===== src/rtl/mem_stage_lsu_if.sv =====
// Data-bus interface between the memory-stage LSU and data memory.
// The LSU is the master: it drives the request fields and receives ready and read data.
interface mem_stage_lsu_if;
    logic        dmem_req;
    logic        dmem_we;
    logic [31:0] dmem_addr;
    logic [3:0]  dmem_be;
    logic [31:0] dmem_wdata;
    logic        dmem_ready;
    logic [31:0] dmem_rdata;

    modport master (
        output dmem_req, dmem_we, dmem_addr, dmem_be, dmem_wdata,
        input  dmem_ready, dmem_rdata
    );

    modport slave (
        input  dmem_req, dmem_we, dmem_addr, dmem_be, dmem_wdata,
        output dmem_ready, dmem_rdata
    );
endinterface


===== src/rtl/mem_stage_lsu.sv =====
// Memory-stage load/store unit: turns an M-stage load/store into a req/ready
// bus transaction with byte enables, stalls the pipeline until the bus
// completes, and aligns/extends the returned load data for the DONE cycle.
module mem_stage_lsu #(
    parameter int unsigned TIMEOUT_CYC = 64
) (
    input  logic                   clk,
    input  logic                   reset,
    input  logic                   MemWriteM,
    input  logic                   MemReadM,
    input  logic [2:0]             Funct3M,
    input  logic [31:0]            ALUResultM,
    input  logic [31:0]            WriteDataM,
    output logic [31:0]            ReadDataM,
    output logic                   StallM,
    output logic                   MisalignM,
    output logic                   BusErrM,
    mem_stage_lsu_if.master        dmem
);

    localparam int unsigned CW = (TIMEOUT_CYC > 1) ? $clog2(TIMEOUT_CYC) : 1;
    localparam logic [CW-1:0] CNT_LAST = CW'(TIMEOUT_CYC - 1);

    typedef enum logic [1:0] {
        S_IDLE,
        S_BUSY,
        S_DONE
    } state_t;

    state_t          r_state;
    logic [CW-1:0]   r_cnt;
    logic            r_req;
    logic            r_we;
    logic [31:0]     r_addr;
    logic [3:0]      r_be;
    logic [31:0]     r_wdata;
    logic [2:0]      r_f3;
    logic [1:0]      r_off;
    logic [31:0]     r_rdata;
    logic            r_err;

    logic            w_access;
    logic            w_misal;
    logic            w_go;
    logic [3:0]      w_be;
    logic [31:0]     w_wdata;
    logic [31:0]     w_sh_b;
    logic [31:0]     w_sh_h;

    // Decode access size, alignment and store lane placement from the M-stage inputs.
    always_comb begin
        w_access = MemReadM | MemWriteM;
        w_misal  = 1'b0;
        w_be     = 4'b1111;
        w_wdata  = WriteDataM;
        case (Funct3M[1:0])
            2'b00: begin
                w_be    = 4'b0001 << ALUResultM[1:0];
                w_wdata = {4{WriteDataM[7:0]}};
            end
            2'b01: begin
                w_misal = ALUResultM[0];
                w_be    = 4'b0011 << {ALUResultM[1], 1'b0};
                w_wdata = {2{WriteDataM[15:0]}};
            end
            default: begin
                w_misal = |ALUResultM[1:0];
            end
        endcase
        MisalignM = w_access & w_misal;
        w_go      = w_access & ~w_misal;
    end

    // Stall while a request is being issued or outstanding; release in DONE so the pipeline advances.
    always_comb begin
        StallM = (r_state == S_BUSY) || ((r_state == S_IDLE) && w_go);
    end

    // Extract and extend load data from the captured word; zero outside DONE, on stores and on bus error.
    always_comb begin
        w_sh_b    = r_rdata >> {r_off, 3'b000};
        w_sh_h    = r_rdata >> {r_off[1], 4'b0000};
        ReadDataM = '0;
        if ((r_state == S_DONE) && !r_we && !r_err) begin
            case (r_f3)
                3'b000:  ReadDataM = {{24{w_sh_b[7]}}, w_sh_b[7:0]};
                3'b001:  ReadDataM = {{16{w_sh_h[15]}}, w_sh_h[15:0]};
                3'b100:  ReadDataM = {24'h000000, w_sh_b[7:0]};
                3'b101:  ReadDataM = {16'h0000, w_sh_h[15:0]};
                default: ReadDataM = r_rdata;
            endcase
        end
    end

    // Transaction FSM: latch the request in IDLE, wait for ready or timeout in BUSY, present results in DONE.
    always_ff @(posedge clk or negedge reset) begin
        if (!reset) begin
            r_state <= S_IDLE;
            r_cnt   <= '0;
            r_req   <= 1'b0;
            r_we    <= 1'b0;
            r_addr  <= '0;
            r_be    <= '0;
            r_wdata <= '0;
            r_f3    <= '0;
            r_off   <= '0;
            r_rdata <= '0;
            r_err   <= 1'b0;
        end else begin
            case (r_state)
                S_IDLE: begin
                    r_cnt <= '0;
                    r_err <= 1'b0;
                    if (w_go) begin
                        r_req   <= 1'b1;
                        r_we    <= MemWriteM;
                        r_addr  <= {ALUResultM[31:2], 2'b00};
                        r_be    <= w_be;
                        r_wdata <= w_wdata;
                        r_f3    <= Funct3M;
                        r_off   <= ALUResultM[1:0];
                        r_state <= S_BUSY;
                    end
                end
                S_BUSY: begin
                    if (dmem.dmem_ready) begin
                        r_rdata <= dmem.dmem_rdata;
                        r_req   <= 1'b0;
                        r_state <= S_DONE;
                    end else if (r_cnt == CNT_LAST) begin
                        r_rdata <= '0;
                        r_req   <= 1'b0;
                        r_err   <= 1'b1;
                        r_state <= S_DONE;
                    end else begin
                        r_cnt <= r_cnt + CW'(1);
                    end
                end
                default: begin
                    r_cnt   <= '0;
                    r_err   <= 1'b0;
                    r_state <= S_IDLE;
                end
            endcase
        end
    end

    assign dmem.dmem_req   = r_req;
    assign dmem.dmem_we    = r_we;
    assign dmem.dmem_addr  = r_addr;
    assign dmem.dmem_be    = r_be;
    assign dmem.dmem_wdata = r_wdata;
    assign BusErrM         = r_err & (r_state == S_DONE);

endmodule


===== src/flat_wrapper.sv =====
// flat-port wrapper written by rule: the top's interface ports become plain ports
module mem_stage_lsu_flat 
#(
    parameter int unsigned TIMEOUT_CYC = 64
)
  (clk, reset, MemWriteM, MemReadM, Funct3M, ALUResultM, WriteDataM, ReadDataM, StallM, MisalignM, BusErrM, dmem_dmem_req, dmem_dmem_we, dmem_dmem_addr, dmem_dmem_be, dmem_dmem_wdata, dmem_dmem_ready, dmem_dmem_rdata);
  mem_stage_lsu_if dmem_i ();
  input  logic clk;
  input  logic reset;
  input  logic MemWriteM;
  input  logic MemReadM;
  input  logic [2:0] Funct3M;
  input  logic [31:0] ALUResultM;
  input  logic [31:0] WriteDataM;
  output logic [31:0] ReadDataM;
  output logic StallM;
  output logic MisalignM;
  output logic BusErrM;
  output wire logic [$bits(dmem_i.dmem_req)-1:0] dmem_dmem_req;
  output wire logic [$bits(dmem_i.dmem_we)-1:0] dmem_dmem_we;
  output wire logic [$bits(dmem_i.dmem_addr)-1:0] dmem_dmem_addr;
  output wire logic [$bits(dmem_i.dmem_be)-1:0] dmem_dmem_be;
  output wire logic [$bits(dmem_i.dmem_wdata)-1:0] dmem_dmem_wdata;
  input wire logic [$bits(dmem_i.dmem_ready)-1:0] dmem_dmem_ready;
  input wire logic [$bits(dmem_i.dmem_rdata)-1:0] dmem_dmem_rdata;
  assign dmem_dmem_req = dmem_i.dmem_req;
  assign dmem_dmem_we = dmem_i.dmem_we;
  assign dmem_dmem_addr = dmem_i.dmem_addr;
  assign dmem_dmem_be = dmem_i.dmem_be;
  assign dmem_dmem_wdata = dmem_i.dmem_wdata;
  assign dmem_i.dmem_ready = dmem_dmem_ready;
  assign dmem_i.dmem_rdata = dmem_dmem_rdata;
  mem_stage_lsu #(.TIMEOUT_CYC(TIMEOUT_CYC)) u_core (.clk(clk), .reset(reset), .MemWriteM(MemWriteM), .MemReadM(MemReadM), .Funct3M(Funct3M), .ALUResultM(ALUResultM), .WriteDataM(WriteDataM), .ReadDataM(ReadDataM), .StallM(StallM), .MisalignM(MisalignM), .BusErrM(BusErrM), .dmem(dmem_i));
endmodule

===== config.mk =====
export PLATFORM = sky130hd
export DESIGN_NAME = mem_stage_lsu_flat
export DESIGN_NICKNAME = d
export VERILOG_FILES = /design/src/rtl/mem_stage_lsu_if.sv /design/src/rtl/mem_stage_lsu.sv /design/src/flat_wrapper.sv
export SDC_FILE = /design/constraint.sdc
export NUM_CORES = 1
export LEC_CHECK = 0
export ABC_AREA = 0
export CORE_MARGIN = 2
export CORE_UTILIZATION = 44
export CTS_BUF_LIST = sky130_fd_sc_hd__clkbuf_8
export DETAILED_ROUTE_END_ITERATION = 6
export PLACE_DENSITY = 0.81
export SLEW_MARGIN = 20
export SYNTH_ARGS = -nofsm -noshare
export SYNTH_HDL_FRONTEND = slang
export SYNTH_SLANG_ARGS = --single-unit

===== constraint.sdc =====
create_clock -name clk -period 3.5 [get_ports clk]
set_input_delay 0.7 -clock clk [delete_from_list [all_inputs] [get_ports clk]]
set_output_delay 0.7 -clock clk [all_outputs]
set_load 0.1 [all_outputs]

After elaboration in Yosys (flattened, before gate mapping)
Cells that the tools add are included.

storage, ports and cells
  bits in registers = 114
  bits in latches = 0
  memory bits (writable) = 0
  ROM bits = 0
  bits of input ports = 104
  output and inout port bits = 105
  logic and storage cells = 72
  memories kept = 0

cells by class
  add/sub/neg operators = 1
  multiply operators = 0
  div/mod/pow operators = 0
  $lt $le $gt $ge = 0
  equality and inequality tests = 12
  shifts and indexed selects = 4
  mux-type cells = 21
  bitwise operators = 5
  reductions and logical operators = 18

operators by type and width
  kind                                              number
  one-hot mux 32 bit (4 select lines)               1
  2-to-1 mux 32 bit                                 3
  one-hot mux 32 bit (2 select lines)               1
  >> shifter 32 x 5 -> 16 bit                       1
  >> shifter 32 x 5 -> 8 bit                        1
  2-to-1 mux 6 bit                                  3
  AND reduction 2 bit                               5
  one-hot mux 4 bit (2 select lines)                1
  adder 6 x 1 -> 6 bit (second input constant)      1
  == test 3 bit (second input constant)             2
  == test 6 bit (second input constant)             1
  2-to-1 mux 1 bit                                  6
  2-to-1 mux 2 bit                                  3
  inequality test 2 bit (second input constant)     3
  == test 2 x 1 -> 1 bit (second input constant)    2
  zero test 2 bit                                   2
  one-hot mux 1 bit (2 select lines)                2
  one-hot mux 2 bit (2 select lines)                1
  nonzero test 2 bit                                2
  left shift 1 x 2 -> 4 bit (first input constant)  1
  left shift 2 x 2 -> 4 bit (first input constant)  1
  AND 1 bit                                         3
  == test 3 x 1 -> 1 bit (second input constant)    1
  logical AND 1 bit                                 3
  10 further kinds                                  11

Longest topological paths before layout
Gate-level depths: netlist (run 1).

  depth in word-level cells = 6
  mapped depth = 7
  gate-level depth less buffers = 5

Worst setup path after synthesis (run 1)
No wires, ideal clock.

  path type = reg2out
  start = register u_core.r_we, in the netlist u_core.dmem.dmem_we
  end = output port ReadDataM[13]
  data arrival time = 4105 ps
  required time = 2800 ps
  path slack = -1305 ps
  cell stages (with the launch flop) = 5
  buffers on the path = 2
  path through = dfrtp_1 -> or4b_2 -> buf_2 -> clkbuf_1 -> a221oi_1

between the ends
  word-level cells in the longest chain between the ends = 4

RTL lines
  element                         line                  source
  start, declared                 mem_stage_lsu.sv:33   logic r_we;
  start signal, assigned          mem_stage_lsu.sv:116  r_we <= MemWriteM;
  zero test 1 bit                 mem_stage_lsu.sv:84   if ((r_state == S_DONE) && !r_we && !r_err) begin
  logical AND 1 bit (2 in a row)  mem_stage_lsu.sv:84
  2-to-1 mux 32 bit               mem_stage_lsu.sv:84
  end, declared                   flat_wrapper.sv:15    output logic [31:0] ReadDataM;

Every way passes these cells.

Worst setup path after layout (run 1)
  start = register u_core.r_off[1]
  end = output port ReadDataM[10]

between the ends
  word-level cells in the longest chain between the ends = 3
  elaborated cells between the ends (all ways) = 4
  classes of those cells = shift: 2; mux: 2

RTL lines
  element                                                                           line                                      source
  start, declared                                                                   mem_stage_lsu.sv:38                       logic [1:0] r_off;
  start signal, assigned                                                            mem_stage_lsu.sv:121                      r_off <= ALUResultM[1:0];
  >> shifter 32 x 5 -> 16 bit / >> shifter 32 x 5 -> 8 bit (equally long branches)  mem_stage_lsu.sv:82, mem_stage_lsu.sv:81
  one-hot mux 32 bit (4 select lines) *                                             mem_stage_lsu.sv:85                       case (r_f3)
  2-to-1 mux 32 bit *                                                               mem_stage_lsu.sv:84

Every way passes the cells marked *; elsewhere a longest branch is shown, timed or not.

==> flow_summary.rst, run 1 <==
.. list-table::
   :header-rows: 1

   * - Metric
     - Value
   * - Outcome
     - completed
   * - Total congestion overflow after global routing
     - 0
   * - Number of warnings reported in the yosys synthesis log
     - 0
   * - Number of setup buffers added after CTS
     - 0
   * - Antenna diode count
     - 0
   * - First-pass GRT wire length
     - 25700 µm
   * - Initial antenna violation count
     - 0
   * - Share of layout cells above drive strength 1
     - 0.213
   * - Gr usage total
     - 0.261
   * - Y dimension of the die
     - 114 µm
   * - Final ANT Viol Nets
     - 0
   * - Last weighted congestion value of the routability-driven placer
     - 0.859
   * - Period Utilization, post-route
     - 0.941
   * - Distinct cells, synth
     - 42
   * - Starting DRT DRC Count
     - 339
   * - DR vias
     - 4661
   * - Post-route design area
     - 8300 µm²
   * - Clock input transition at the sequential cells of the worst setup and hold paths
     - 0.07 ns
   * - Area share of the largest cell type after synthesis
     - 0.541
   * - Launching instance or port of the critical path
     - u_core.r_off[1]
   * - Buffer cell driving the clock tree root
     - clkbuf_8
   * - Die ar.
     - 12900 µm²
   * - Final routed DRC violation total
     - 0
   * - H-tree depth
     - 4
   * - Max-slew headroom
     - 0.316
   * - Buffers on Ports
     - 206
   * - Transition time at the pin with the least slew margin
     - 1.02 ns
   * - Total of endpoints with negative setup slack in the final report
     - 0
   * - Leakage
     - 3.65 nW
   * - Critical path type
     - register to output pin
   * - Number of I/O pins
     - 209
   * - Number of vias per cell after detailed routing
     - 5.50
   * - Async set or reset register ratio after synthesis
     - 1.00
   * - CP max FO
     - 20
   * - Worst reg2reg startpoint
     - u_core.r_state[0]
   * - Count of nets after finishing
     - 795
   * - Worst endpoint data arrival time
     - 2.59 ns
   * - Fill cell instance count of the final layout
     - 856
   * - Worst Skew
     - 0.00656 ns
   * - Effective utilization at floorplan
     - 0.445
   * - Type of the tightest min-delay check
     - primary input to async pin
   * - PD cells
     - 1020 nW/µm²
   * - Sort of element at the end of the critical path
     - output pin
   * - CP required
     - 2.80 ns
   * - Width of the die
     - 114 µm
   * - Clock Sinks
     - 114
   * - Placement-stage worst setup slack
     - 0.442 ns
   * - Number of hold violations in the final report
     - 0
   * - Critical Path Sink
     - ReadDataM[10]
   * - Least setup slack across all paths after layout
     - 0.207 ns
   * - Logic depth of the worst register-to-register path
     - 4
   * - Largest cells by area after synthesis
     - dfrtp_1 54%, mux2_2 8.7%, mux2i_1 5.5%
   * - CTS hold repair buffers
     - 0
   * - Post-DR wirelength/cell
     - 19.5 µm
   * - Max clock buf depth
     - 2
   * - HPWL after DPL
     - 12000 µm
   * - Clock tree from TritonCTS
     - built
   * - Core Area
     - 11900 µm²
   * - Final std cells w/o fill
     - 847
   * - Worst-case register-to-register setup slack
     - 1.50 ns
   * - Final critical path time including I/O delays and setup
     - 3.29 ns
   * - Number of storage elements in the synthesis netlist
     - 114
   * - Post-Place Cells
     - 818
   * - Max-slew violation count
     - 0
   * - Pwr Total
     - 8.49 mW
   * - Number of global-route vias before repair
     - 4959
   * - Setup repair after global routing missed its margin
     - false
   * - Top cell types by occurrence after synthesis
     - 114 x dfrtp_1, 59 x nand2_1, 41 x mux2_2
   * - Cell type with the largest total area after synthesis
     - dfrtp_1
   * - Sequential-to-total area share from yosys stat
     - 0.541
   * - Number of detailed-route iterations in the first pass
     - 4
   * - Post-synthesis cell count
     - 484
   * - IR Drop Worst-Case VDD
     - 0.978 mV
   * - Max-capacitance violation count
     - 0
   * - Post-synth EDFFs
     - 0
   * - Library cell with the highest instance count after synthesis
     - dfrtp_1
   * - Syn Std Cell Area
     - 5280 µm²
   * - Layout overhead on the synthesized area
     - 57.2%
   * - Startpoint kind of the worst setup timing path
     - register
   * - Detailed Route WL
     - 16600 µm
   * - # rows
     - 40
   * - Top achievable clock speed
     - 304 MHz
   * - Number of CTS-inserted buffers
     - 17
   * - Capturing point of the worst reg2reg path
     - u_core.dmem.dmem_addr[7]
   * - Mean area per synthesized cell
     - 10.9 µm²
   * - Clock latency at the later pin of the worst-skew pair
     - 0.44 ns
   * - Leading register cell type out of synthesis
     - dfrtp_1
   * - Total placed instance area
     - 7880 µm²
   * - Maximum number of pins on one net before global-route repair
     - 90
[metrics by stage]
stage | setup TNS (ns) | hold WS (ns) | utilization
global route | 0 | 0.352 | 0.699
finish | 0 | 0.292 | 0.699
global placement | 0 | 0.468 | 0.664
detailed placement | 0 | 0.480 | 0.664
floorplan | -2.14 | 0.404 | -
CTS | 0 | 0.456 | 0.699
[layout by cell type, fill, tap and decap left out, drive strengths merged, types with 2 or more instances in the layout]
cell type / instances
clkbuf: 19
nand3: 4
nand2b: 6
nor3: 12
a21oi: 23
a22o: 33
mux2i: 29
a221oi: 7
clkdlybuf4s50: 161
o22ai: 9
bufinv: 4
dfrtp: 114
nor2: 39
a21o: 3
xnor2: 4
or2: 5
and3: 2
inv: 18
conb: 2
and2: 2
buf: 58
clkinv: 2
o21ai: 21
mux2: 49
nand2: 59
[power breakdown]
group | internal [mW] | switching, mW | total, mW | leakage, nW
clock | 0.788 | 0.513 | 1.30 | 0.222
combinational | 1.30 | 3.57 | 4.88 | 2.06
sequential | 1.86 | 0.448 | 2.31 | 1.36
total | 3.95 | 4.53 | 8.49 | 3.65
[routing by layer]
metal	track usage	up-vias	wire length, µm
li1	-	2107	-
met1	0.298	2269	6160
met2	0.429	243	8230
met3	0.105	42	1650
met4	0.123	0	512
met5	0	-	0
[worst min path at each step]
stage               slack, ns  cells past startpoint                   endpoint                      start
floorplan                0.40                      0  u_core.dmem.dmem_addr[10]                      reset
global placement         0.47                      1  u_core.dmem.dmem_wdata[0]  u_core.dmem.dmem_wdata[0]
detailed placement       0.48                      1  u_core.dmem.dmem_wdata[0]  u_core.dmem.dmem_wdata[0]
CTS                      0.46                      1       u_core.dmem.dmem_req                      reset
global route             0.35                      1         u_core.r_rdata[27]                      reset
finish                   0.29                      1         u_core.r_rdata[23]                      reset
[worst max-delay path, cell delays in order, from the launching register on]
cell      delay [ns]
dfrtp_2         0.54
or2_2           0.32
o22ai_1         0.36
a21oi_2         0.26
a221oi_2        0.45
buf_12          0.23
[sequential cells by signal, indices dropped and copies added, names as in the netlist]
| register | cells |
|---|---|
| u_core.dmem.dmem_addr | 30 |
| u_core.dmem.dmem_be | 4 |
| u_core.dmem.dmem_req | 1 |
| u_core.dmem.dmem_we | 1 |
| u_core.r_err | 1 |
| u_core.dmem.dmem_wdata | 32 |
| u_core.r_f3 | 3 |
| u_core.r_cnt | 6 |
| u_core.r_state | 2 |
| u_core.r_rdata | 32 |
| u_core.r_off | 2 |
[final cells by class]
type	count	area (µm²)	area share
clock inverter	10	145	0.0175
tap	147	184	0.0222
sequential	114	2860	0.344
timing repair buffer	219	2480	0.298
clock buffer	19	262	0.0315
multi-input combinational	324	2320	0.280
inverter	14	52.6	0.00633
[kinds of logic after synthesis]
logic type      after synthesis  synth area share
simple gates                134             0.110
fa+ha+maj                     1           0.00237
xor+xnor                      4           0.00664
flops                       114             0.541
other cells                   1          0.000711
buf+inv                      47            0.0396
mux                          78             0.160
compound gates              105             0.140
[timing repair]
item	in CTS	in global routing
hold endpoints to repair	0	0
setup endpoints to repair	0	7
gates resized for setup	0	2
Note: power is estimated with default switching activity, not from simulation.
==> inputs of run 2 (changes only) <==
==> constraint.sdc (replaced) <==
create_clock -name clk -period 3.5 [get_ports clk]
set_input_delay 0.7 -clock clk [delete_from_list [all_inputs] [get_ports clk]]
set_output_delay 0.7 -clock clk [all_outputs]
set_load 0.01 [all_outputs]
==> run 2 against run 1 <==
Effect of this change:
- via count is the same
- die area is the same
- total power shrank 31%
- flip-flop and latch count is the same
- maximum frequency shrank 2.8%
- final area shrank 4.1%
- clock skew grew 0.0021 ns
- worst hold slack gained 0.016 ns
- utilization shrank 2.9 points
- routed wire length shrank 3.6%
- clock power grew 4%
- critical path type unchanged
==> flow_summary.rst, run 2 (synthesized netlist as in run 1, its figures left out) <==
.. list-table::
   :header-rows: 1

   * - Metric
     - Value
   * - Outcome
     - completed (unchanged)
   * - Worst-case register-to-register setup slack
     - 1.13 ns (was 1.50 ns)
   * - Setup repair after global routing missed its margin
     - false (unchanged)
   * - CP required
     - 2.80 ns (about the same)
   * - Worst endpoint data arrival time
     - 2.69 ns (was 2.59 ns)
   * - Number of setup buffers added after CTS
     - 0 (unchanged)
   * - Maximum number of pins on one net before global-route repair
     - 115 (was 90)
   * - # rows
     - 40 (unchanged)
   * - Leakage
     - 3.49 nW (was 3.65 nW)
   * - Commonest cells after routing, fill and taps aside
     - 203 x clkdlybuf4s50_1, 114 x dfrtp_1, 59 x nand2_1, 41 x mux2_2, 38 x nor2_1 (was 161 x clkdlybuf4s50_1, 112 x dfrtp_1, 59 x nand2_1, 41 x mux2_2, 38 x nor2_1)
   * - Share of the core filled with cells in the final layout
     - 0.671 (was 0.699)
   * - Number of I/O pins
     - 209 (unchanged)
   * - Buffer cell driving the clock tree root
     - clkbuf_8 (unchanged)
   * - Effective utilization at floorplan
     - 0.445 (unchanged)
   * - Total of endpoints with negative setup slack in the final report
     - 0 (unchanged)
   * - Post-DR wirelength/cell
     - 18.8 µm (was 19.5 µm)
   * - Antenna diode count
     - 0 (unchanged)
   * - Starting DRT DRC Count
     - 565 (was 339)
   * - Share of layout cells above drive strength 1
     - 0.139 (was 0.213)
   * - Period Utilization, post-route
     - 0.968 (was 0.941)
   * - DR vias
     - 4661 (unchanged)
   * - Transition time at the pin with the least slew margin
     - 0.969 ns (was 1.02 ns)
   * - Number of global-route vias before repair
     - 4903 (was 4959)
   * - PD cells
     - 740 nW/µm² (was 1020 nW/µm²)
   * - Max-slew headroom
     - 0.354 (was 0.316)
   * - IR Drop Worst-Case VDD
     - 0.494 mV (was 0.978 mV)
   * - Detailed Route WL
     - 16000 µm (was 16600 µm)
   * - Number of detailed-route iterations in the first pass
     - 5 (was 4)
   * - Final routed DRC violation total
     - 0 (unchanged)
   * - Logic depth of the worst register-to-register path
     - 4 (unchanged)
   * - Final std cells w/o fill
     - 851 (was 847)
   * - Critical path type
     - register to output pin (unchanged)
   * - Share of power burned in the clock network
     - 0.229 (was 0.153)
   * - Net switching power
     - 1.94 mW (was 4.53 mW)
   * - Die ar.
     - 12900 µm² (unchanged)
   * - Internal power
     - 3.94 mW (was 3.95 mW)
   * - Number of vias per cell after detailed routing
     - 5.48 (was 5.50)
   * - Fill cell instance count of the final layout
     - 869 (was 856)
   * - Worst reg2reg startpoint
     - u_core.r_state[0] (unchanged)
   * - Top achievable clock speed
     - 295 MHz (was 304 MHz)
   * - Capturing point of the worst reg2reg path
     - u_core.dmem.dmem_addr[2] (was u_core.dmem.dmem_addr[7])
   * - Startpoint kind of the worst setup timing path
     - register (unchanged)
   * - Number of hold violations in the final report
     - 0 (unchanged)
   * - Count of nets after finishing
     - 796 (was 795)
   * - Clock latency at the later pin of the worst-skew pair
     - 0.43 ns (was 0.44 ns)
   * - Most common cell after layout, fill and taps aside
     - clkdlybuf4s50_1 (unchanged)
   * - Buffers on Ports
     - 206 (unchanged)
   * - First-pass GRT wire length
     - 25000 µm (was 25700 µm)
   * - Y dimension of the die
     - 114 µm (unchanged)
   * - Layout overhead on the synthesized area
     - 50.7% (was 57.2%)
   * - Final critical path time including I/O delays and setup
     - 3.39 ns (was 3.29 ns)
   * - H-tree depth
     - 4 (unchanged)
   * - Gate power share
     - 0.384 (was 0.574)
   * - HPWL after DPL
     - 11400 µm (was 12000 µm)
   * - Max clock buf depth
     - 2 (unchanged)
   * - Max-slew violation count
     - 0 (unchanged)
   * - Core Area
     - 11900 µm² (unchanged)
   * - Last weighted congestion value of the routability-driven placer
     - 0.930 (was 0.859)
   * - CTS hold repair buffers
     - 0 (unchanged)
   * - Quantity of gates resized following cts
     - 6 (was 0)
   * - Width of the die
     - 114 µm (unchanged)
   * - Number of CTS-inserted buffers
     - 17 (unchanged)
   * - Max-capacitance violation count
     - 0 (unchanged)
   * - Final ANT Viol Nets
     - 0 (unchanged)
   * - Setup TNS
     - 0 ns (unchanged)
   * - Sw Ratio
     - 0.330 (was 0.534)
   * - Post-Place Cells
     - 819 (was 818)
   * - Initial antenna violation count
     - 0 (unchanged)
   * - Sequential cell fraction of total power
     - 0.387 (was 0.272)
   * - Worst Skew
     - 0.00866 ns (was 0.00656 ns)
   * - CP max FO
     - 12 (was 20)
   * - Sort of element at the end of the critical path
     - output pin (unchanged)
   * - Type of the tightest min-delay check
     - primary input to async pin (unchanged)
   * - Total congestion overflow after global routing
     - 0 (unchanged)
   * - Clock tree from TritonCTS
     - built (unchanged)
   * - Clock Sinks
     - 114 (unchanged)
   * - Gr usage total
     - 0.250 (was 0.261)
   * - Clock input transition at the sequential cells of the worst setup and hold paths
     - 0.07 ns (about the same)
-- run 2: changes by cell type in the layout (fill, tap and decap cells not counted), sizes merged --
cell and change:
clkinv +2, inv -2, clkbuf +1, clkdlybuf4s50 +42, buf -43, clkinvlp +2, dlygate4sd2 +2
-- run 2: worst max-delay path by stage --
stage | start | to
after floorplan | Funct3M[0] | StallM
after global placement | Funct3M[1] | StallM
after detailed placement | Funct3M[1] | StallM
after CTS | u_core.r_f3[0] | ReadDataM[2]
after global routing | u_core.r_f3[0] | ReadDataM[8]
final | u_core.r_f3[0] | ReadDataM[8]
-- run 2: routing by layer --
| layer | vias to the layer above | track usage | wire length, µm |
|---|---|---|---|
| met5 | - | 0 | 0 |
| met4 | 0 | 0.124 | 512 |
| met3 | 38 | 0.0840 | 1580 |
| met2 | 268 | 0.408 | 7740 |
| met1 | 2234 | 0.296 | 6130 |
| li1 | 2121 | - | - |
-- run 2: final cells by class --
cell class / instances / area, µm² / area share
Sequential cell: 114 / 2850 / 0.359
Multi-Input combinational cell: 324 / 2250 / 0.283
Timing Repair Buffer: 220 / 2170 / 0.273
Clock buffer: 20 / 275 / 0.0346
Tap cell: 147 / 184 / 0.0231
Clock inverter: 12 / 163 / 0.0204
Inverter: 14 / 52.6 / 0.00661
-- run 2: critical path, cell delays in order (launching register included) --
cell and delay (ns):
dfrtp_1 0.52, or2_2 0.36, o22ai_2 0.21, a21oi_2 0.18, a221oi_1 0.37, clkdlybuf4s50_1 0.61
-- run 2: per-stage QoR --
step           total power [mW]  setup slack [ns]  area [µm²]  hold slack, ns
2_1_floorplan              3.28             0.708        5280           0.404
3_3_place_gp               4.41             0.134        7490           0.467
3_5_place_dp               4.50             0.154        7490           0.474
4_1_cts                    5.91             0.115        7940           0.368
5_1_grt                    6.19            0.0111        7950           0.366
6_report                   5.89             0.112        7950           0.308
-- run 2: power by group through the flow --
| stage | registers (mW) | clock network [mW] | logic [mW] |
|---|---|---|---|
| detailed placement | 2.28 | 0 | 2.22 |
| CTS | 2.27 | 1.38 | 2.26 |
| finish | 2.28 | 1.35 | 2.26 |
| floorplan | 2.31 | 0 | 0.965 |
| global route | 2.33 | 1.44 | 2.42 |
| global placement | 2.25 | 0 | 2.16 |
==> inputs of run 3 (changes only) <==
--- a/config.mk
+++ b/config.mk
@@ -10,7 +10,9 @@
 export CORE_UTILIZATION = 44
 export CTS_BUF_LIST = sky130_fd_sc_hd__clkbuf_8
 export DETAILED_ROUTE_END_ITERATION = 6
+export GPL_ROUTABILITY_DRIVEN = 0
 export PLACE_DENSITY = 0.81
+export RECOVER_POWER = 25
 export SLEW_MARGIN = 20
 export SYNTH_ARGS = -nofsm -noshare
 export SYNTH_HDL_FRONTEND = slang
==> constraint.sdc (replaced) <==
create_clock -name clk -period 3.2 [get_ports clk]
set_input_delay 0.64 -clock clk [delete_from_list [all_inputs] [get_ports clk]]
set_output_delay 0.64 -clock clk [all_outputs]
set_load 0.01 [all_outputs]
==> run 3 against run 2 <==
Effect of this change:
- die area unchanged
- via count up 0.99%
- combinational power up 12%
- clock skew up 0.0021 ns
- worst setup slack worse by 0.023 ns
- largest power group is now combinational cells
==> flow_summary.rst, run 3 (synthesized netlist as in run 1, its figures left out) <==
.. list-table::
   :header-rows: 1

   * - Metric
     - Value
   * - Leakage
     - 3.80 nW (was 3.49 nW)
   * - Layout overhead on the synthesized area
     - 52.2% (was 50.7%)
   * - Max-slew violation count
     - 0 (unchanged)
   * - Total of endpoints with negative setup slack in the final report
     - 0 (unchanged)
   * - Number of hold violations in the final report
     - 0 (unchanged)
   * - Width of the die
     - 114 µm (unchanged)
   * - Buffers on Ports
     - 206 (unchanged)
   * - Cells along the critical path
     - or4b_4, buf_4, nor3_1, clkdlybuf4s50_1 (was or2_2, o22ai_2, a21oi_2, a221oi_1, clkdlybuf4s50_1)
   * - Master of the slowest instance on the critical path
     - or4b_4 (was clkdlybuf4s50_1)
   * - Share of the core filled with cells in the final layout
     - 0.677 (was 0.671)
   * - Crit path max-delay family
     - simple AND/OR/NAND/NOR gates (was compound AO/OA/AOI/OAI gates)
   * - Max-capacitance violation count
     - 0 (unchanged)
   * - Buffer cell driving the clock tree root
     - clkbuf_8 (unchanged)
   * - Pwr Total
     - 6.29 mW (was 5.89 mW)
   * - Effective utilization at floorplan
     - 0.445 (unchanged)
   * - Maximum number of pins on one net before global-route repair
     - 81 (was 115)
   * - Number of CTS-inserted buffers
     - 17 (unchanged)
   * - CP max FO
     - 8 (was 12)
   * - Type of the tightest min-delay check
     - register to register (was primary input to async pin)
   * - Y dimension of the die
     - 114 µm (unchanged)
   * - Number of global-route vias before repair
     - 4936 (was 4903)
   * - Number of detailed-route iterations in the first pass
     - 6 (was 5)
   * - Final routed DRC violation total
     - 0 (unchanged)
   * - CTS hold repair buffers
     - 0 (unchanged)
   * - Number of vias per cell after detailed routing
     - 5.48 (about the same)
   * - Sort of element at the end of the critical path
     - output pin (unchanged)
   * - PD cells
     - 782 nW/µm² (was 740 nW/µm²)
   * - Period Utilization, post-route
     - 0.972
   * - Commonest cells after routing, fill and taps aside
     - 186 x clkdlybuf4s50_1, 113 x dfrtp_1, 59 x nand2_1, 41 x mux2_2, 38 x nor2_1 (was 203 x clkdlybuf4s50_1, 114 x dfrtp_1, 59 x nand2_1, 41 x mux2_2, 38 x nor2_1)
   * - Final critical path time including I/O delays and setup
     - 3.11 ns
   * - Gr usage total
     - 0.254 (was 0.250)
   * - Worst endpoint data arrival time
     - 2.47 ns (was 2.69 ns)
   * - Clock Sinks
     - 114 (unchanged)
   * - Critical path type
     - register to output pin (unchanged)
   * - Largest stage delay on the critical path
     - 0.61 ns (about the same)
   * - Clock latency at the later pin of the worst-skew pair
     - 0.43 ns (about the same)
   * - Worst reg2reg startpoint
     - u_core.r_state[0] (unchanged)
   * - Max clock buf depth
     - 2 (unchanged)
   * - Transition time at the pin with the least slew margin
     - 1.40 ns (was 0.969 ns)
   * - Most common cell after layout, fill and taps aside
     - clkdlybuf4s50_1 (unchanged)
   * - Initial antenna violation count
     - 0 (unchanged)
   * - Max-slew headroom
     - 0.0641 (was 0.354)
   * - Share of layout cells above drive strength 1
     - 0.159 (was 0.139)
   * - Startpoint kind of the worst setup timing path
     - register (unchanged)
   * - First-pass GRT wire length
     - 25300 µm (was 25000 µm)
   * - Number of I/O pins
     - 209 (unchanged)
   * - Count of nets after finishing
     - 805 (was 796)
   * - Clock input transition at the sequential cells of the worst setup and hold paths
     - 0.07 ns (about the same)
   * - Clock tree from TritonCTS
     - built (unchanged)
   * - Crit path buf inv count
     - 2 (was 1)
   * - Starting DRT DRC Count
     - 429 (was 565)
   * - IR Drop Worst-Case VDD
     - 0.526 mV (was 0.494 mV)
   * - HP Start
     - u_core.dmem.dmem_addr[29]
   * - Worst Skew
     - 0.0108 ns (was 0.00866 ns)
   * - Launching instance or port of the critical path
     - u_core.r_state[0] (was u_core.r_f3[0])
   * - Core Area
     - 11900 µm² (unchanged)
   * - Outcome
     - completed (unchanged)
   * - Setup TNS
     - 0 ns (unchanged)
   * - DR vias
     - 4707 (was 4661)
   * - Final ANT Viol Nets
     - 0 (unchanged)
   * - Post-DR wirelength/cell
     - 18.6 µm (was 18.8 µm)
   * - HPWL after DPL
     - 11400 µm (about the same)
   * - Die ar.
     - 12900 µm² (unchanged)
   * - Total congestion overflow after global routing
     - 0 (unchanged)
   * - H-tree depth
     - 4 (unchanged)
   * - Detailed Route WL
     - 16000 µm (about the same)
   * - Top achievable clock speed
     - 321 MHz
   * - Antenna diode count
     - 0 (unchanged)
   * - # rows
     - 40 (unchanged)
   * - CP required
     - 2.56 ns (was 2.80 ns)
run 3: final cells by class:
cell class,count,area [µm²]
fill,898,3830
sequential,114,2850
timing repair buffer,229,2280
multi-input combinational,324,2280
clock buffer,19,262
tap,147,184
clock inverter,12,118
inverter,14,52.6
run 3: final timing paths:
kind / to / slack [ns] / cells after the start
min in group asynchronous: u_core.dmem.dmem_wdata[29] / 0.50 / 1
min reg2reg: u_core.dmem.dmem_addr[29] / 0.49 / 1
max in group asynchronous: u_core.r_f3[1] / 0.55 / 2
min: u_core.dmem.dmem_addr[29] / 0.49 / 1
max reg2reg: u_core.dmem.dmem_addr[13] / 1.06 / 5
max: ReadDataM[2] / 0.09 / 4
run 3: per-layer routing:
layer,track usage,vias up,wire [µm]
met4,0.0829,0,306
met1,0.298,2301,6250
li1,-,2143,-
met5,0,-,0
met2,0.422,240,7820
met3,0.113,23,1630
run 3: what timing repair did:
action	CTS	global route
gates resized for setup	12	22
pin swaps	1	3
buffers inserted	2	3
setup endpoints to repair	32	22
run 3: through the flow:
step,instances,setup slack [ns],cell area [µm²],hold WS (ns)
after floorplan,485,0.528,5280,0.344
after global placement,823,-0.0332,7530,0.466
after detailed placement,823,-0.0362,7530,0.478
after CTS,856,0.0207,7960,0.259
after global routing,859,-0.00186,8030,0.514
final,859,0.0890,8030,0.490
run 3: power by group:
group	internal, mW	total, mW	switching [mW]
Sequential	2.04	2.47	0.434
Clock	0.716	1.29	0.573
Combinational	1.41	2.53	1.12
Total	4.16	6.29	2.13
==> edit 1: new RTL, settings of run 2 <==
`TIMEOUT_CYC` is set to 64 in 2 places; all go to 128.
--- a/src/rtl/mem_stage_lsu.sv
+++ b/src/rtl/mem_stage_lsu.sv
@@ -3,5 +3,5 @@
 // completes, and aligns/extends the returned load data for the DONE cycle.
 module mem_stage_lsu #(
-    parameter int unsigned TIMEOUT_CYC = 64
+    parameter int unsigned TIMEOUT_CYC = 128
 ) (
     input  logic                   clk,
--- a/src/flat_wrapper.sv
+++ b/src/flat_wrapper.sv
@@ -2,5 +2,5 @@
 module mem_stage_lsu_flat 
 #(
-    parameter int unsigned TIMEOUT_CYC = 64
+    parameter int unsigned TIMEOUT_CYC = 128
 )
   (clk, reset, MemWriteM, MemReadM, Funct3M, ALUResultM, WriteDataM, ReadDataM, StallM, MisalignM, BusErrM, dmem_dmem_req, dmem_dmem_we, dmem_dmem_addr, dmem_dmem_be, dmem_dmem_wdata, dmem_dmem_ready, dmem_dmem_rdata);
Formal check against the unedited RTL: same outputs for any inputs over 4 cycles, from zero or initial values and one cycle with reset low; that may be too few to reach the edited logic, so the function may still have changed.
==> edit 1 against run 2 <==
- cell area down 0.20%
- setup slack better by 0.10 ns
- critical path depth unchanged
- area after synthesis up 1.3%
- sequential cell count up 1
- combinational power about the same
- total power down 3.3%
- clock power down 15%
- routed wire length up 0.68%
- die area up 1.2%
- global-route usage up 0.77 points
- largest cell class unchanged
- largest power group unchanged
==> edit 1: results (changes against run 2) <==
[power_and_ir_drop]
ir_drop_mv = 0.460  ; -6.9%
power_leakage_nw = 3.49  ; about the same

[global_routing]
gr-total-overflow = 0  ; unchanged
grt_pass1_vias = 5016  ; +2.3%
grt_antenna_before_repair = 0  ; unchanged
grt_max_degree = 90  ; -22%
grt_pass1_wl_um = 25500  ; +1.9%
grt_use_total = 0.257  ; +0.00767

[detailed_routing]
drc = 0  ; unchanged
drt-total-wl_um = 16100  ; +0.68%
first_pass_iters = 5  ; unchanged
via_count = 4750  ; +1.9%
drt-initial-drc-count = 364  ; -36%

[place]
numPortBuffers = 206  ; unchanged
hpwl_um = 11700  ; +3.0%
placed_area_sq_um = 7510  ; +0.33%
gp_congestion = 0.919  ; -1.3%

[hold_path]
holdCritPathClass = in2async

[synthesis]
synth.area.top_cells = dfrtp_1 (54%), mux2_2 (8.9%), a22o_1 (5.4%)
synth.top_cells.by_count = dfrtp_1 (115), nand2_1 (62), mux2_2 (42)
yosysWarnings = 0  ; unchanged
synthDistinctLibCells = 43  ; +2.4%
ys_seq_area_frac = 0.539  ; -0.00202
async_reset_ff_frac = 1.00  ; unchanged

[clocking]
ctsLongestPathBuffers = 2  ; unchanged
clock_latency_ns = 0.44
htreeDepth = 4  ; unchanged
clock-root-buffer = clkbuf_8
clk_pin_slew_worst_paths_ns = 0.06
cts_inserted_buffers = 17  ; unchanged

[timing]
worst_pin_slew_ns = 0.978  ; +0.00888 ns
fin_skew_ns = 0.00618  ; -0.00248 ns

[critical_path]
cp_max_fo = 12  ; unchanged
crit_arrival_ns = 2.59  ; -0.10 ns
slowest_stage = clkdlybuf4s50_1
cp_slowest_stage_delay_ns = 0.61  ; about the same

[layout]
antenna-diode-count = 0  ; unchanged
layout-drive-gt1-share = 0.143  ; +0.00365
fin_nets = 800  ; +0.50%
nFillCells = 921  ; +6.0%

[run_status]
outcome = complete, no violations

edit 1: cell count changes after synthesis, moves of 3 or more:
cell,before,now
buf_6,0,5
buf_4,7,3
nor2_1,39,35
o21ai_0,20,24
nand2_1,59,62
edit 1: worst max-delay path, delay by kind of cell (launching register included):
kind	cells	cell delay, ns
AO/OA/AOI/OAI	3	0.72
buffers and inverters	1	0.61
flip-flops	1	0.49
AND/OR/NAND/NOR	1	0.33
edit 1: final cells by class:
type                       instances  area (sq um)  area share
sequential                       115          2880       0.363
multi-input combinational        327          2270       0.287
timing repair buffer             221          2180       0.275
clock buffer                      18           248      0.0312
tap                              147           184      0.0232
clock inverter                    13           119      0.0150
inverter                          13          48.8     0.00615
edit 1: per-layer routing:
layer	up-vias	GRT usage	wire length, um
li1	2143	-	-
met1	2314	0.280	5890
met2	253	0.438	8050
met3	40	0.109	1660
met4	0	0.115	469
met5	-	0	0
edit 1: cell families (layout without fill, tap and decap cells):
group	count (synthesis)	count (layout)	share of synthesized area
simple gates	132	132	0.108
flops	115	115	0.539
compound gates	112	112	0.146
mux	77	77	0.156
buf+inv	47	265	0.0435
xor+xnor	3	3	0.00492
fa+ha+maj	1	1	0.00234
other cells	1	2	0.000702
edit 1: report_power, final:
group	switching [mW]	internal, mW	total [mW]
Clock	0.521	0.631	1.15
Combinational	0.997	1.26	2.26
Sequential	0.407	1.87	2.28
edit 1: stage by stage:
| step | cells | setup slack, ns | util | total power, mW |
|---|---|---|---|---|
| detailed placement | 819 | 0.229 | 0.631 | 4.50 |
| finish | 854 | 0.212 | 0.666 | 5.69 |
| floorplan | 489 | 0.631 | - | 3.30 |
| global placement | 819 | 0.218 | 0.631 | 4.42 |
| CTS | 850 | 0.0276 | 0.663 | 5.71 |
| global route | 854 | 0.0130 | 0.666 | 6.03 |
edit 1: final timing paths:
| path | to | slack, ns | startpoint | cells after the start |
|---|---|---|---|---|
| worst max-delay path | ReadDataM[8] | 0.21 | u_core.r_f3[0] | 5 |
| worst min-delay path | u_core.r_rdata[30] | 0.29 | reset | 1 |
| worst max register to register | u_core.dmem.dmem_addr[14] | 1.06 | u_core.r_state[0] | 4 |
| worst min register to register | u_core.r_cnt[5] | 0.47 | u_core.r_cnt[5] | 1 |
| max in group asynchronous | u_core.dmem.dmem_addr[25] | 2.41 | reset | 2 |
| min in group clk | u_core.r_cnt[5] | 0.47 | u_core.r_cnt[5] | 1 |
edit 1: what timing repair did:
action / 4_1_cts / 5_1_grt
setup buffers: 0 / 4
resized for setup: 3 / 3
pin swaps: 0 / 1
setup endpoints to repair: 18 / 20
==> edit 2: new RTL, flow settings as in run 2 <==
Without the edit above. Make the reset (`reset`) synchronous in one clocked block.
--- a/src/rtl/mem_stage_lsu.sv
+++ b/src/rtl/mem_stage_lsu.sv
@@ -94,5 +94,5 @@
 
     // Transaction FSM: latch the request in IDLE, wait for ready or timeout in BUSY, present results in DONE.
-    always_ff @(posedge clk or negedge reset) begin
+    always_ff @(posedge clk) begin
         if (!reset) begin
             r_state <= S_IDLE;
Behaviour: differs if reset is asserted again (counterexample within 4 cycles, from zero or initial values and one cycle with reset low); with reset held inactive, the same outputs for 4 cycles.
==> edit 2 against run 2 <==
- setup slack gained 0.12 ns
- sequential cell count did not move
- critical path type unchanged
- synthesized cell count increased by 23%
- sequential share of layout area is 7.5 points lower
- routed wire length grew 8.7%
- cell area rose by 1.1%
- critical path depth unchanged
- area after synthesis is 2.6% higher
Power is not compared: it rests on default switching activity, and its combinational part moved more than twofold at a synthesized area within 25%.
==> edit 2: results (changes against run 2) <==
[run_status]
outcome = complete, no violations

[place]
dp.cells = 905  ; +11%
hpwl_um = 12500  ; +9.9%
placed_area_sq_um = 7550  ; +0.87%
gp_congestion = 0.925  ; -0.57%
numPortBuffers = 206  ; unchanged

[hold_path]
holdCritPathClass = reg2reg

[synthesis]
ys_seq_area_frac = 0.422  ; -0.119
synth.top_cells.by_count = dfxtp_1 (114), nand2_1 (104), mux2i_1 (66)
synth.area.top_cells = dfxtp_1 (42%), mux2i_1 (12%), nand2_1 (7.2%)
async_reset_ff_frac = 0  ; -1.00
synth_flop_cell = dfxtp_1
synthDistinctLibCells = 49  ; +17%
netlist_instances = 593  ; +23%
yosysWarnings = 0  ; unchanged

[detailed_routing]
drt-initial-drc-count = 473  ; -16%
drt-total-wl_um = 17400  ; +8.7%
first_pass_iters = 5  ; unchanged
via_per_inst = 5.74  ; +4.9%
final_antenna_net_count = 0  ; unchanged

[critical_path]
crit_arrival_ns = 2.57  ; -0.12 ns
slowest_stage = clkdlybuf4s50_1
cp_max_fo = 32  ; +20
crit_family = buffers and inverters
cp_slowest_stage_delay_ns = 0.60

[timing]
relSlewSlack = 0.426  ; +0.0723
fin_skew_ns = 0.00896  ; +0.000298 ns
finalSetupTns_ns = 0  ; unchanged

[clocking]
clock_latency_ns = 0.44
cts_inserted_buffers = 17  ; unchanged
htreeDepth = 4  ; unchanged
clk_pin_slew_worst_paths_ns = 0.07  ; about the same
ctsLongestPathBuffers = 2  ; unchanged
clock-root-buffer = clkbuf_8

[global_routing]
grt_pass1_wl_um = 27200  ; +8.9%
grt_pass1_vias = 5455  ; +11%
grt_use_total = 0.262  ; +0.0123
grt_antenna_before_repair = 2  ; +2
grt_max_degree = 95  ; -17%

[layout]
nFillCells = 956  ; +10%
layout-drive-gt1-share = 0.0909  ; -0.0483
fin_nets = 884  ; +11%
stdcell_count = 940  ; +10%
seq_area_sq_um = 2280  ; -20%

[power_and_ir_drop]
ir_drop_mv = 0.355
power_leakage_nw = 3.10

==> edit 2: metrics by stage <==
| stage | setup WS [ns] | hold WS, ns |
|---|---|---|
| after detailed placement | 0.403 | 0.451 |
| after global placement | 0.414 | 0.442 |
| after global routing | 0.0410 | 0.484 |
| final | 0.228 | 0.461 |
| after floorplan | 1.20 | 0.447 |
| after CTS | 0.0182 | 0.461 |
==> edit 2: worst paths after layout <==
kind	depth (start not counted)	slack (ns)	start	to
worst max register to register	5	1.57	u_core.r_state[1]	u_core.dmem.dmem_addr[12]
worst max-delay path	5	0.23	u_core.r_state[1]	ReadDataM[2]
worst min register to register	2	0.46	u_core.dmem.dmem_wdata[6]	u_core.dmem.dmem_wdata[6]
worst min-delay path	2	0.46	u_core.dmem.dmem_wdata[6]	u_core.dmem.dmem_wdata[6]
==> edit 2: logic make-up (layout without fill, tap and decap cells) <==
kind of cell / count (synthesis) / count (layout) / synth area share
mux: 76 / 76 / 0.145
fa+ha+maj: 1 / 1 / 0.00231
buf+inv: 72 / 270 / 0.0580
simple gates: 200 / 200 / 0.178
flops: 114 / 114 / 0.422
other cells: 1 / 3 / 0.000693
compound gates: 129 / 129 / 0.194
==> edit 2: routing by layer <==
metal | global-route usage | vias to the layer above | routed length [um]
li1 | - | 2534 | -
met3 | 0.119 | 42 | 1800
met4 | 0.117 | 2 | 528
met1 | 0.305 | 2543 | 6840
met2 | 0.415 | 279 | 8170
met5 | 0 | - | 11
==> edit 2: power by group <==
group          switching [mW]  internal [mW]  total (mW)
clock                   0.559          0.884        1.44
sequential             0.0670           1.39        1.45
combinational           0.309          0.370       0.679
total                   0.935           2.64        3.58
==> edit 2: timing repair <==
action,in CTS,in global routing
setup buffers,0,2
resized for setup,0,0
endpoints found under the setup margin,0,16
==> edit 2: area by class of cell <==
type | instances | area share
tap | 147 | 0.0229
sequential | 114 | 0.284
timing repair buffer | 226 | 0.276
clock inverter | 13 | 0.0258
clock buffer | 19 | 0.0325
inverter | 12 | 0.00560
antenna | 1 | 0.000311
multi-input combinational | 408 | 0.353
==> edit 2: worst min-delay path, cell delays in order (launching register included) <==
cell and delay [ns]:
dfxtp_1 0.31, nand2_1 0.05, mux2i_1 0.05
